### src/rtl/layer_code_if.sv
// Pixel byte stream into the NeoPixel serializer: valid/ready handshake with a frame-last flag.
interface layer_code_if;
  logic       data_valid_in;
  logic       data_last_in;
  logic [7:0] data_in;
  logic       data_ready_out;

  modport master (output data_valid_in, data_last_in, data_in, input data_ready_out);
  modport slave  (input data_valid_in, data_last_in, data_in, output data_ready_out);
endinterface

### src/rtl/layer_code.sv
// NeoPixel single-wire serializer: MSB-first high/low phase encoding with a latch period
// after the frame's last byte.
//
// state | meaning
// IDLE  | line low, ready for a byte
// HIGH  | high phase of the current bit
// LOW   | low phase of the current bit
// LATCH | reset/latch low period after the last byte
module layer_code #(
  parameter int unsigned RST_CNT = 4000
) (
  input  logic          clk_in,
  input  logic          rst_n_in,
  input  logic [7:0]    t0h_cnt_in,
  input  logic [7:0]    t0l_cnt_in,
  input  logic [7:0]    t1h_cnt_in,
  input  logic [7:0]    t1l_cnt_in,
  layer_code_if.slave   pix,
  output logic          bit_out,
  output logic          busy_out,
  output logic          done_out
);

  typedef enum logic [1:0] {IDLE, HIGH, LOW, LATCH} state_t;

  localparam logic [15:0] LATCH_LD = 16'(RST_CNT - 1);

  state_t      state, state_nxt;
  logic [15:0] cnt, cnt_nxt;
  logic [2:0]  bit_idx, idx_nxt;
  logic [7:0]  sh_data, sh_t0h, sh_t0l, sh_t1h, sh_t1l;
  logic        sh_last;
  logic        accept, cur_bit, final_low;

  // Down-counter load value; a zero count still occupies one cycle.
  function automatic logic [15:0] phase_ld(input logic [7:0] n);
    return (n == 8'd0) ? 16'd0 : {8'd0, n - 8'd1};
  endfunction

  assign cur_bit   = sh_data[bit_idx];
  assign final_low = (state == LOW) && (cnt == 16'd0) && (bit_idx == 3'd0);
  assign pix.data_ready_out = rst_n_in && ((state == IDLE) || (final_low && !sh_last));
  assign accept    = pix.data_valid_in && pix.data_ready_out;
  assign busy_out  = (state != IDLE);

  always_comb begin
    state_nxt = state;
    cnt_nxt   = cnt;
    idx_nxt   = bit_idx;
    case (state)
      IDLE: begin
        if (accept) begin
          state_nxt = HIGH;
          idx_nxt   = 3'd7;
          cnt_nxt   = phase_ld(pix.data_in[7] ? t1h_cnt_in : t0h_cnt_in);
        end
      end
      HIGH: begin
        if (cnt == 16'd0) begin
          state_nxt = LOW;
          cnt_nxt   = phase_ld(cur_bit ? sh_t1l : sh_t0l);
        end else begin
          cnt_nxt = cnt - 16'd1;
        end
      end
      LOW: begin
        if (cnt != 16'd0) begin
          cnt_nxt = cnt - 16'd1;
        end else if (bit_idx != 3'd0) begin
          state_nxt = HIGH;
          idx_nxt   = bit_idx - 3'd1;
          cnt_nxt   = phase_ld(sh_data[bit_idx - 3'd1] ? sh_t1h : sh_t0h);
        end else if (accept) begin
          // Next byte starts with no gap; its timing comes straight from the inputs.
          state_nxt = HIGH;
          idx_nxt   = 3'd7;
          cnt_nxt   = phase_ld(pix.data_in[7] ? t1h_cnt_in : t0h_cnt_in);
        end else if (sh_last) begin
          state_nxt = LATCH;
          cnt_nxt   = LATCH_LD;
        end else begin
          state_nxt = IDLE;
        end
      end
      LATCH: begin
        if (cnt == 16'd0) state_nxt = IDLE;
        else              cnt_nxt   = cnt - 16'd1;
      end
      default: state_nxt = IDLE;
    endcase
  end

  always_ff @(posedge clk_in or negedge rst_n_in) begin
    if (!rst_n_in) begin
      state    <= IDLE;
      cnt      <= 16'd0;
      bit_idx  <= 3'd0;
      bit_out  <= 1'b0;
      done_out <= 1'b0;
    end else begin
      state    <= state_nxt;
      cnt      <= cnt_nxt;
      bit_idx  <= idx_nxt;
      bit_out  <= (state_nxt == HIGH);
      done_out <= (state_nxt == LATCH) && (cnt_nxt == 16'd0);
    end
  end

  always_ff @(posedge clk_in or negedge rst_n_in) begin
    if (!rst_n_in) begin
      sh_data <= 8'd0;
      sh_last <= 1'b0;
      sh_t0h  <= 8'd0;
      sh_t0l  <= 8'd0;
      sh_t1h  <= 8'd0;
      sh_t1l  <= 8'd0;
    end else if (accept) begin
      sh_data <= pix.data_in;
      sh_last <= pix.data_last_in;
      sh_t0h  <= t0h_cnt_in;
      sh_t0l  <= t0l_cnt_in;
      sh_t1h  <= t1h_cnt_in;
      sh_t1l  <= t1l_cnt_in;
    end
  end

endmodule

### src/flat_wrapper.sv
// flat-port wrapper written by rule: the top's interface ports become plain ports
module layer_code_flat 
#(
  parameter int unsigned RST_CNT = 4000
)
  (clk_in, rst_n_in, t0h_cnt_in, t0l_cnt_in, t1h_cnt_in, t1l_cnt_in, bit_out, busy_out, done_out, pix_data_valid_in, pix_data_last_in, pix_data_in, pix_data_ready_out);
  layer_code_if pix_i ();
  input  logic clk_in;
  input  logic rst_n_in;
  input  logic [7:0] t0h_cnt_in;
  input  logic [7:0] t0l_cnt_in;
  input  logic [7:0] t1h_cnt_in;
  input  logic [7:0] t1l_cnt_in;
  output logic bit_out;
  output logic busy_out;
  output logic done_out;
  input wire logic [$bits(pix_i.data_valid_in)-1:0] pix_data_valid_in;
  input wire logic [$bits(pix_i.data_last_in)-1:0] pix_data_last_in;
  input wire logic [$bits(pix_i.data_in)-1:0] pix_data_in;
  output wire logic [$bits(pix_i.data_ready_out)-1:0] pix_data_ready_out;
  assign pix_i.data_valid_in = pix_data_valid_in;
  assign pix_i.data_last_in = pix_data_last_in;
  assign pix_i.data_in = pix_data_in;
  assign pix_data_ready_out = pix_i.data_ready_out;
  layer_code #(.RST_CNT(RST_CNT)) u_core (.clk_in(clk_in), .rst_n_in(rst_n_in), .t0h_cnt_in(t0h_cnt_in), .t0l_cnt_in(t0l_cnt_in), .t1h_cnt_in(t1h_cnt_in), .t1l_cnt_in(t1l_cnt_in), .pix(pix_i), .bit_out(bit_out), .busy_out(busy_out), .done_out(done_out));
endmodule
### config.mk
export PLATFORM = sky130hd
export DESIGN_NAME = layer_code_flat
export DESIGN_NICKNAME = d
export VERILOG_FILES = /design/src/rtl/layer_code_if.sv /design/src/rtl/layer_code.sv /design/src/flat_wrapper.sv
export SDC_FILE = /design/constraint.sdc
export NUM_CORES = 1
export LEC_CHECK = 0
export BUFFER_PORTS_ARGS = -buffer_cell sky130_fd_sc_hd__buf_2
export CAP_MARGIN = 15
export CORE_ASPECT_RATIO = 0.5
export CORE_MARGIN = 5
export CORE_UTILIZATION = 60
export DETAILED_ROUTE_END_ITERATION = 8
export PLACE_DENSITY = 0.81
export SLEW_MARGIN = 20
export SYNTH_ARGS = -nofsm -noshare
export SYNTH_HDL_FRONTEND = slang
export SYNTH_SLANG_ARGS = --single-unit
### constraint.sdc
create_clock -name clk_in -period 5.15 [get_ports clk_in]
set_input_delay 1.2875 -clock clk_in [delete_from_list [all_inputs] [get_ports clk_in]]
set_output_delay 1.2875 -clock clk_in [all_outputs]
set_load 0.01 [all_outputs]
Word-level counts from Yosys, hierarchy flattened --
Index checks and enable logic that the tools add are counted.
Storage, ports and cells: register bits after elaboration 64, output and inout port bits 4, logic and storage cells 74, bits of input ports 44
Cells by class: equal/unequal tests 6, mux-type cells 30, magnitude comparators 2, reduce and logical (&&, ||, !) cells 20, add/sub/neg operators 5
Operators by type and width (count):
- $mux 16 | 7
- $pmux 16 s4 | 1
- $mux 8 | 6
- $logic_not 16->1 | 2
- $logic_not 8->1 | 3
- $sub 8x1->8 const B | 3
- $reduce_bool 16->1 | 1
- $sub 16x1->16 const B | 1
- $mux 2 | 7
- $mux 3 | 3
- $lt 3x4->1 const B | 2
- $pmux 2 s4 | 1
- $bmux 1 s3 | 2
- $eq 2x2->1 const B | 3
- $logic_and 1x1->1 | 6
- $pmux 3 s2 | 1
- $eq 2x1->1 const B | 2
- $reduce_bool 2->1 | 2
- $logic_not 3->1 | 1
- $reduce_bool 3->1 | 1
- $sub 3x1->3 const B | 1
- $logic_not 2->1 | 1
- $mux 1 | 2
- $ne 2x2->1 const B | 1
- 3 further kinds | 3

Logic depth before layout (Yosys ltp) --
Gate-level depths: netlist of run 1.
depth after elaboration 13, gate-level depth with buffers 16, mapped depth without buffers 14

Worst setup path after synthesis of run 1 --
No wires, ideal clock.
path kind in2reg, start input port pix_data_in[7], end register u_core.done_out, path buffers 3, arrival time 4432 ps, stages on the path 12, setup slack 622 ps, library setup time 96 ps, required time 5054 ps, cells stage by stage clkbuf_1 buf_1 mux2i_1 ha_1 nand2_1 nor4b_1 or2_2 buf_2 nor3_1 or4_1 or4_1 nor4_2
Between the ends: longest elaborated chain between the ends 9, elaborated cells on any way between the ends 11, classes of those cells add/sub: 1; mux: 7; reduce/logical: 3
RTL lines:
- start: declaration | RTL line flat_wrapper.sv:19 | input wire logic [$bits(pix_i.data_in)-1:0] pix_data_in;
- $mux 8 (*) | RTL line layer_code.sv:55, layer_code.sv:77
- $sub 8x1->8 or $logic_not 8->1 (tied branches) | RTL line layer_code.sv:37 | return (n == 8'd0) ? 16'd0 : {8'd0, n - 8'd1};
- $mux 8 (*) | RTL line layer_code.sv:37
- $mux 16 | RTL line layer_code.sv:73 | end else if (accept) begin
- $mux 16 | RTL line layer_code.sv:69 | end else if (bit_idx != 3'd0) begin
- $mux 16 | RTL line layer_code.sv:67 | if (cnt != 16'd0) begin
- $pmux 16 s4 (*) | RTL line layer_code.sv:50 | case (state)
- via u_core.cnt_nxt[4] | RTL line layer_code.sv:29 | logic [15:0] cnt, cnt_nxt;
- $logic_not 16->1 (*) | RTL line layer_code.sv:105 | done_out <= (state_nxt == LATCH) && (cnt_nxt == 16'd0);
- $logic_and 1x1->1 (*) | RTL line layer_code.sv:105
- end signal: assignment | RTL line layer_code.sv:105
- end: declaration | RTL line layer_code.sv:21 | output logic done_out
The timed path passes the listed nets; every way through them passes the cells marked *. A chain may end at the register's enable or synchronous reset.

Worst setup path in the final report of run 1 --
start register u_core.bit_idx[0], end register u_core.done_out
Between the ends: longest elaborated chain between the ends 12, elaborated cells on any way between the ends 34, classes of those cells add/sub: 3; eq/ne: 1; mux: 19; reduce/logical: 11
RTL lines:
- start: declaration | RTL line layer_code.sv:30 | logic [2:0] bit_idx, idx_nxt;
- start signal: assignment | RTL line layer_code.sv:103 | bit_idx <= idx_nxt;
- branches (longest 9 deep; another with $sub 8x1->8)
- $pmux 16 s4 (*) | RTL line layer_code.sv:50
- via u_core.cnt_nxt[4] | RTL line layer_code.sv:29
- $logic_not 16->1 (*) | RTL line layer_code.sv:105
- $logic_and 1x1->1 (*) | RTL line layer_code.sv:105
Mark *: on every way through the listed nets, which the timed path passes. The select of a mux whose other input is x is not followed.

==> impl_metrics.py, run 1 <==
metrics = {
    "sta": {
        "hold_violations": 0,
        "slew_violations": 0,
        "fin_setup_tns_ns": 0,
        "fin_crit_ns": 4.513,
        "setup_viol": 0,
        "fin_crit_sh": 0.8763,
        "rsz0062_at_grt": "no",
        "fmax_mhz": 221.6,
        "fin_skew_ns": 0.005973,
        "fin_hold_ws_ns": 0.5330,
        "worst_slew_pin_slew_ns": 0.9051,
        "slew_headroom": 0.3919,
    },
    "clock_network": {
        "htree_levels": 3,
        "post_cts_buffers": 0,
        "ctsLongestPathBuffers": 2,
        "clk_latency_ns": 0.34,
        "cts_tree": "yes",
        "holdBufCountCts": 0,
        "clkTransAtPathRegs_ns": 0.06,
        "cts_resized": 0,
        "cts.sinks": 64,
        "numCtsBuffers": 9,
        "cts-root-buf": "clkbuf_16",
    },
    "yosys": {
        "synth_nets": 563,
        "synth_edf_count": 0,
        "yosysTopAreaCell": "dfrtp_1",
        "synth_top_area_frac": 0.3433,
        "synth_area_sq_mm": 0.004666,
        "seq_area_frac_synth": 0.3433,
        "syn_inst": 509,
        "synth_seq_cells": 64,
        "synth_mux_area_frac": 0.1684,
        "yosys.area_share.simple": 0.2253,
        "syn_area_per_cell_sq_um": 9.166,
        "async_flop_share": 1.000,
        "synth_top_family_by_area": "simple AND/OR/NAND/NOR gates",
        "synth_compound_area_frac": 0.1660,
        "yosysMostFrequentCell": "dfrtp_1",
        "synth_xor_area_frac": 0.03754,
        "ys_warn_count": 0,
        "ys_types": 65,
        "synth_area_leaders": "dfrtp_1, mux2_2, mux2i_1",
        "synthAdderAreaFrac": 0.02682,
        "ys.flop_type": "dfrtp_1",
        "synth_common_cells": "dfrtp_1, mux2_2, nor2_1",
    },
    "global_route": {
        "grt_first_pass_wirelength_mm": 21.45,
        "grt_use_total": 0.2814,
        "antenna_found_initial": 0,
        "grt_max_degree": 50,
        "grt.overflow.total": 0,
        "grt_pass1_vias": 3995,
    },
    "worst_setup_path": {
        "rrSetupSlack_ns": 0.64,
        "cp_max_fo": 7,
        "worstPathRequired_ns": 5.39,
        "path_class": "reg2reg",
        "endpoint_kind": "flop",
        "cp.arrival_ns": 4.76,
        "critPathLaunchType": "flop",
    },
    "layout": {
        "diodes": 0,
        "drive_above_1_share": 0.2432,
        "layout.nets": 605,
        "areaGrowthSynthToFinish_pct": 14.53,
    },
    "floorplanning": {
        "die_w_um": 134.7,
        "io_pins": 48,
        "dieHeight_um": 72.36,
        "start_util": 0.6278,
        "fp.coreArea_sq_mm": 0.007432,
        "die-area_sq_mm": 0.009747,
        "num_rows": 22,
    },
    "placement": {
        "routabilityCongestion": 0.9952,
        "port_buffers": 47,
        "place_hpwl_mm": 9.741,
    },
    "routing": {
        "vias_per_cell": 6.725,
        "finalWirelength_mm": 13.41,
        "drcViolationCount": 0,
        "drt_iter0_markers": 555,
        "drtPass1Iterations": 6,
        "wl_per_cell_um": 20.60,
        "ant_nets": 0,
        "vias": 4378,
    },
    "min_path": {
        "hold_class": "reg2reg",
    },
    "power_and_ir_drop": {
        "p_leak_nw": 2.260,
        "peakVddDrop_v": 0.0002247,
        "power_density_mw_per_mm2": 466.3,
    },
    "status": {
        "status": "complete, no violations",
    },
    "job": {
        "drv_cap": 0,
    },
}
==> worst paths after layout <==
check / startpoint / end / cells after the start
max in group asynchronous: rst_n_in / u_core.sh_data[6]$_DFFE_PN0P_ / 2
worst max register to register: u_core.bit_idx[0]$_DFFE_PN0P_ / u_core.done_out$_DFF_PN0_ / 13
worst min register to register: u_core.cnt[15]$_DFF_PN0_ / u_core.cnt[15]$_DFF_PN0_ / 1
worst max-delay path: u_core.bit_idx[0]$_DFFE_PN0P_ / u_core.done_out$_DFF_PN0_ / 13
min in group asynchronous: rst_n_in / u_core.cnt[9]$_DFF_PN0_ / 2
worst min-delay path: u_core.cnt[15]$_DFF_PN0_ / u_core.cnt[15]$_DFF_PN0_ / 1
==> layout by cell type, fill, tap and decap left out, types with 3 or more instances in the layout <==
cell type and count:
a211oi_1 4, a21oi_1 29, a22oi_1 5, a31oi_1 7, and3_1 4, buf_2 47
buf_4 10, clkbuf_16 9, dfrtp_1 64, ha_1 10, inv_1 12, mux2_2 42
mux2i_1 20, mux4_2 4, nand2_1 38, nand2b_1 4, nand3_1 22, nor2_1 42
nor2b_1 7, nor3_1 19, nor3b_1 9, nor4_1 15, nor4b_1 3, o211ai_1 5
o21a_1 6, o21ai_0 22, o311ai_0 6, o31a_1 3, or3_1 4, or4_1 10
xnor2_1 14, xor2_1 6
==> through the flow <==
step | utilization | total power (W) | area (sq um) | cells | worst slack (ns)
finish | 0.7190 | 0.002492 | 5344 | 651 | 0.6372
global placement | 0.6759 | 0.001774 | 5024 | 636 | 0.8983
detailed placement | 0.6759 | 0.001794 | 5024 | 636 | 0.7143
floorplan | - | 0.001530 | 4666 | 509 | 0.6224
CTS | 0.7190 | 0.002470 | 5344 | 651 | 0.6447
global route | 0.7190 | 0.002637 | 5344 | 651 | 0.3000
==> power by group <==
part	switching, W	leakage, nW	total [W]	internal, W
sequential	0.000247	0.777	0.000911	0.000664
clock	0.000230	0.155	0.000663	0.000434
combinational	0.000474	1.33	0.000917	0.000443
total	0.000951	2.26	0.00249	0.00154
==> cells by family after synthesis <==
family / Yosys count
muxes: 67
AOI/OAI and AO/OA: 114
adders and majority gates: 10
xor gates and xnor gates: 20
buffers and inverters: 39
DFF: 64
and+or+nand+nor: 195
==> worst max-delay path: stages (launching register included) <==
cell      delay [ns]
dfrtp_1         0.50
inv_1           0.11
ha_1            0.35
mux4_2          0.30
mux2i_1         0.40
mux2i_1         0.40
ha_1            0.28
nor4b_1         0.36
mux2i_1         0.25
nand3_1         0.16
a221oi_1        0.09
or4_1           0.54
or4_1           0.54
nor4_2          0.15
==> per-layer routing <==
layer  track usage  share of wire  vias to the layer above
li1              -              -                     2018
met1        0.4202           0.47                     2101
met2        0.4018           0.42                      238
met3       0.08587           0.10                       21
met4       0.05982          0.011                        0
met5             0              0                        -
==> final cells by class <==
type	instances	area, sq um
multi-input cells	406	2927
fillers	574	2088
flip-flops and latches	64	1602
repair buffers	58	330.3
clock buffers	10	239.0
well taps	96	120.1
clock inverters	5	81.33
inverters	12	45.04
==> registers in the layout, summed over array words and instances, names as in the netlist <==
register,cells
u_core.bit_idx,3
u_core.bit_out,1
u_core.cnt,16
u_core.done_out,1
u_core.sh_data,8
u_core.sh_last,1
u_core.sh_t0h,8
u_core.sh_t0l,8
u_core.sh_t1h,8
u_core.sh_t1l,8
u_core.state,2
Note: power is estimated with default switching activity, not from simulation.
==> run 2: changes to the inputs <==
- HOLD_SLACK_MARGIN: unset -> 0.05
- RECOVER_POWER: unset -> 100
==> run 2 against run 1 <==
- the flow now finishes with violations (capacitance limit, slew limit)
- clock power hardly changed
- largest power group unchanged
- wire length is 0.28% lower
- sequential power hardly changed
- critical endpoint unchanged
- sequential share of layout area is 0.27 points higher
- count of clock-buffer cells in the layout unchanged
- core utilization fell by 0.64 points
- hold slack better by 0.0018 ns
- sequential cell count is the same
- global-route usage unchanged
==> impl_metrics.py, run 2 (synthesized netlist as in run 1, its figures left out) <==
metrics = {
    "sta": {
        "setup_viol": 0,
        "slew_violations": 12,
        "fin_crit_sh": 0.8844,
        "fin_crit_ns": 4.555,
        "fmax_mhz": 219.6,
        "fin_setup_tns_ns": 0,
        "fin_skew_ns": 0.007017,
        "slew_headroom": -0.05970,
        "rsz0062_at_grt": "no",
        "hold_violations": 0,
        "worst_slew_pin_slew_ns": 1.582,
    },
    "power_and_ir_drop": {
        "peakVddDrop_v": 0.0002246,
        "switching_share": 0.3804,
        "p_int_w": 0.001539,
        "p_comb_frac": 0.367,
        "pwr-share-seq": 0.366,
        "p_leak_nw": 2.236,
        "p_switching_w": 0.0009450,
        "power_frac_clock": 0.267,
        "power_density_mw_per_mm2": 469.1,
    },
    "layout": {
        "regMostFlops": "u_core.cnt",
        "drive_above_1_share": 0.2270,
        "areaGrowthSynthToFinish_pct": 13.52,
        "final_core_util": 0.7126,
        "largest_reg_flops": 16,
        "diodes": 0,
        "layout.nets": 605,
        "layout_common_cells": "dfrtp_1, buf_2, nor2_1, mux2_2, nand2_1",
        "layout.cells.non_filler": 651,
        "final_common_cell": "dfrtp_1",
    },
    "global_route": {
        "grt_pass1_vias": 3995,
        "grt_use_total": 0.2814,
        "grt_max_degree": 50,
        "antenna_found_initial": 0,
        "grt_first_pass_wirelength_mm": 21.45,
        "grt.overflow.total": 0,
    },
    "routing": {
        "drcViolationCount": 0,
        "ant_nets": 0,
        "drt_iter0_markers": 501,
        "vias": 4366,
        "finalWirelength_mm": 13.38,
        "vias_per_cell": 6.707,
        "wl_per_cell_um": 20.55,
        "drtPass1Iterations": 5,
    },
    "floorplanning": {
        "die_w_um": 134.7,
        "fp.coreArea_sq_mm": 0.007432,
        "die-area_sq_mm": 0.009747,
        "num_rows": 22,
        "io_pins": 48,
        "start_util": 0.6278,
        "dieHeight_um": 72.36,
    },
    "status": {
        "status": "finished, violations left",
        "violations": "capacitance limit, slew limit",
    },
    "clock_network": {
        "cts.sinks": 64,
        "holdBufCountCts": 0,
        "htree_levels": 3,
        "ctsLongestPathBuffers": 2,
        "clk_latency_ns": 0.34,
        "clkTransAtPathRegs_ns": 0.06,
        "numCtsBuffers": 9,
        "cts_tree": "yes",
        "cts_resized": 0,
        "cts-root-buf": "clkbuf_16",
        "post_cts_buffers": 0,
    },
    "worst_setup_path": {
        "rrSetupSlack_ns": 0.60,
        "path_class": "reg2reg",
        "endpoint_kind": "flop",
        "cp_max_fo": 7,
        "worstSetupStartpoint": "u_core.bit_idx[0]$_DFFE_PN0P_",
        "cp.arrival_ns": 4.79,
        "worst_r2r_path_depth": 13,
        "critPathLaunchType": "flop",
        "r2r_start": "u_core.bit_idx[0]$_DFFE_PN0P_",
        "worstPathRequired_ns": 5.39,
    },
    "min_path": {
        "hp-start": "u_core.cnt[15]$_DFF_PN0_",
        "hold_class": "reg2reg",
        "hold_depth": 1,
    },
    "placement": {
        "routabilityCongestion": 0.9952,
        "dp.cells": 636,
        "port_buffers": 47,
        "place_hpwl_mm": 9.741,
    },
    "job": {
        "drv_cap": 1,
    },
}
## run 2: final timing paths
kind                                                      to
worst min register to register      u_core.cnt[15]$_DFF_PN0_
max in group asynchronous       u_core.sh_t1h[1]$_DFFE_PN0P_
worst max register to register     u_core.done_out$_DFF_PN0_
min in group asynchronous           u_core.cnt[11]$_DFF_PN0_
worst min-delay path                u_core.cnt[15]$_DFF_PN0_
worst max-delay path               u_core.done_out$_DFF_PN0_
## run 2: area by class of cell
type | instances | area (sq um)
clock buffers | 10 | 239.0
clock inverters | 5 | 81.33
fillers | 584 | 2136
inverters | 12 | 45.04
multi-input cells | 406 | 2894
flip-flops and latches | 64 | 1602
well taps | 96 | 120.1
repair buffers | 58 | 315.3
## run 2: power by group through the flow
stage / sequential (W) / combinational, W / clock (W)
6_report: 0.000910 / 0.000911 / 0.000664
2_1_floorplan: 0.000804 / 0.000727 / 0
5_1_grt: 0.000938 / 0.00100 / 0.000693
3_3_place_gp: 0.000899 / 0.000875 / 0
3_5_place_dp: 0.000905 / 0.000890 / 0
4_1_cts: 0.000898 / 0.000901 / 0.000670
## run 2: stage by stage
step	cell area (sq um)	setup slack, ns	hold slack [ns]	total power (W)
2_1_floorplan	4666	0.6224	0.4785	0.001530
3_3_place_gp	5024	0.8983	0.5141	0.001774
3_5_place_dp	5024	0.7143	0.5188	0.001794
4_1_cts	5344	0.6447	0.5260	0.002470
5_1_grt	5296	0.2159	0.5542	0.002631
6_report	5296	0.5952	0.5347	0.002484
## run 2: worst max-delay path, stage by stage (launching register included)
cell and delay, ns:
dfrtp_1 0.50, inv_1 0.11, ha_1 0.35, mux4_2 0.30, mux2i_1 0.40, mux2i_1 0.39, ha_1 0.28, nor4b_1 0.37
mux2i_1 0.26, nand3_1 0.15, a221oi_1 0.08, or4_1 0.53, or4_1 0.53, nor4_1 0.20
## run 2: metal layers
layer	GRT usage	up-vias	part of all wire
met5	0	-	0
met4	0.05982	0	0.011
met3	0.08587	21	0.11
met2	0.4018	234	0.42
met1	0.4202	2098	0.46
li1	-	2013	-
==> run 3: changes to the inputs <==
- CORE_UTILIZATION: 60 -> 54
- PLACE_DENSITY: 0.81 -> 0.77
- clock period: 5.15 -> 3.9 ns (I/O delays scaled with it)
==> run 3 against run 2 <==
- the flow finishes with violations (capacitance limit)
- clock power rose by 19%
- wire length up 3.6%
- sequential cell count unchanged
- critical path type unchanged
==> impl_metrics.py, run 3 (synthesized netlist as in run 1, its figures left out) <==
metrics = {
    "worst_setup_path": {
        "slowest_stage": "or4_4",
        "path_buf_inv": 1,
        "cp.arrival_ns": 4.05,
        "worstPathRequired_ns": 4.15,
        "cpMostUsedCell": "mux2i_4",
        "endpoint_kind": "flop",
        "path_delay_family": "simple AND/OR/NAND/NOR gates",
        "cp_max_fo": 6,
        "path_cells": "inv_1 > ha_4 > mux4_2 > mux2i_4 > mux2i_2 > ha_2 > nor2b_4 > and3_4 > mux2i_4 > nand4b_1 > o21ai_0 > a2111o_1 > or4_4 > nor4_2",
        "path_class": "reg2reg",
        "critPathLaunchType": "flop",
        "cpPeakStageDelay_ns": 0.52,
    },
    "power_and_ir_drop": {
        "p_leak_nw": 2.332,
        "pwr-share-seq": 0.353,
        "switching_share": 0.3956,
        "power_density_mw_per_mm2": 601.8,
        "peakVddDrop_v": 0.0002771,
        "power_frac_clock": 0.235,
        "p_switching_w": 0.001333,
        "p_int_w": 0.002036,
        "p_comb_frac": 0.412,
    },
    "sta": {
        "slew_headroom": 0.007698,
        "slew_violations": 0,
        "setup_viol": 0,
        "fin_crit_sh": 0.9747,
        "fin_crit_ns": 3.802,
        "hold_violations": 0,
        "worst_slew_pin_slew_ns": 1.488,
        "fin_skew_ns": 0.007881,
        "fin_hold_ws_ns": 0.5347,
        "fmax_mhz": 263.1,
    },
    "min_path": {
        "hold_class": "reg2reg",
    },
    "layout": {
        "final_common_cell": "dfrtp_1",
        "layout.nets": 629,
        "layout.cells.non_filler": 697,
        "final_cell_area_sq_mm": 0.005599,
        "diodes": 0,
        "regMostFlops": "u_core.cnt",
        "layout_common_cells": "dfrtp_1, buf_2, nor2_1",
        "drive_above_1_share": 0.2948,
        "n_fill_cell": 691,
        "largest_reg_flops": 16,
        "areaGrowthSynthToFinish_pct": 20.01,
    },
    "clock_network": {
        "cts_tree": "yes",
        "cts.sinks": 64,
        "clk_latency_ns": 0.34,
        "htree_levels": 3,
        "ctsLongestPathBuffers": 2,
        "holdBufCountCts": 0,
        "numCtsBuffers": 9,
        "cts-root-buf": "clkbuf_16",
        "clkTransAtPathRegs_ns": 0.06,
    },
    "placement": {
        "place_hpwl_mm": 10.07,
        "routabilityCongestion": 1.002,
        "port_buffers": 47,
        "dp.cells": 672,
        "place_area_sq_mm": 0.005186,
    },
    "global_route": {
        "grt_max_degree": 42,
        "grt.overflow.total": 0,
        "grt_pass1_vias": 4133,
        "grt_first_pass_wirelength_mm": 21.73,
        "antenna_found_initial": 0,
        "grt_use_total": 0.2611,
    },
    "status": {
        "violations": "capacitance limit",
        "status": "finished, violations left",
    },
    "routing": {
        "vias_per_cell": 6.452,
        "ant_nets": 0,
        "drcViolationCount": 0,
        "finalWirelength_mm": 13.85,
        "drtPass1Iterations": 5,
        "wl_per_cell_um": 19.87,
        "vias": 4497,
        "drt_iter0_markers": 444,
    },
    "floorplanning": {
        "fp.coreArea_sq_mm": 0.008558,
        "start_util": 0.5452,
        "die_w_um": 141.5,
        "dieHeight_um": 75.73,
        "die-area_sq_mm": 0.01071,
        "num_rows": 24,
        "io_pins": 48,
    },
    "job": {
        "drv_cap": 1,
    },
}
-- run 3: path summary, 6_finish.rpt --
kind,from,end,slack (ns),cells after the start
max,u_core.bit_idx[1]$_DFFE_PN0P_,u_core.done_out$_DFF_PN0_,0.1,14
min,u_core.sh_data[7]$_DFFE_PN0P_,u_core.sh_data[7]$_DFFE_PN0P_,0.53,1
max reg2reg,u_core.bit_idx[1]$_DFFE_PN0P_,u_core.done_out$_DFF_PN0_,0.1,14
min reg2reg,u_core.sh_data[7]$_DFFE_PN0P_,u_core.sh_data[7]$_DFFE_PN0P_,0.53,1
max in group asynchronous,rst_n_in,u_core.bit_idx[2]$_DFFE_PN0P_,0.90,3
min in group asynchronous,rst_n_in,u_core.cnt[15]$_DFF_PN0_,1.20,2
-- run 3: final cells by class --
| type | instances | area (sq um) | area share |
|---|---|---|---|
| clock inverter | 5 | 38.79 | 0.006927 |
| tap | 117 | 146.4 | 0.02615 |
| timing repair buffer | 82 | 470.5 | 0.08402 |
| multi-input combinational | 406 | 3043 | 0.5435 |
| inverter | 12 | 45.04 | 0.008045 |
| clock buffer | 11 | 252.7 | 0.04514 |
| sequential | 64 | 1603 | 0.2863 |
-- run 3: metal layers --
metal  wire length, um  up-vias  global-route usage
met5                 0        -                   0
met4               244        0             0.07447
met3              1347       28             0.08966
met2              5826      227              0.3722
met1              6433     2183              0.3773
li1                  -     2059                   -
-- run 3: repair_timing --
item                       4_1_cts  5_1_grt
setup endpoints to repair        1        1
gates cloned                     0        0
gates resized for setup          2       19
pin swaps                        1        8
setup buffers                    1        8
-- run 3: per-stage QoR --
step           setup TNS, ns  power [W]  worst slack, ns    util
2_1_floorplan              0   0.002049          0.04573       -
3_3_place_gp               0   0.002406           0.1656  0.6060
3_5_place_dp               0   0.002436        0.0002545  0.6060
4_1_cts                    0   0.003240        0.0001927  0.6414
5_1_grt             -0.03741   0.003553         -0.03741  0.6542
6_report                   0   0.003369          0.09849  0.6542
-- run 3: power groups by stage --
stage               logic (W)  registers, W  clock network, W
floorplan            0.000984       0.00106                 0
global placement      0.00124       0.00117                 0
detailed placement    0.00126       0.00117                 0
CTS                   0.00128       0.00116          0.000796
global route          0.00150       0.00122          0.000831
finish                0.00139       0.00119          0.000790
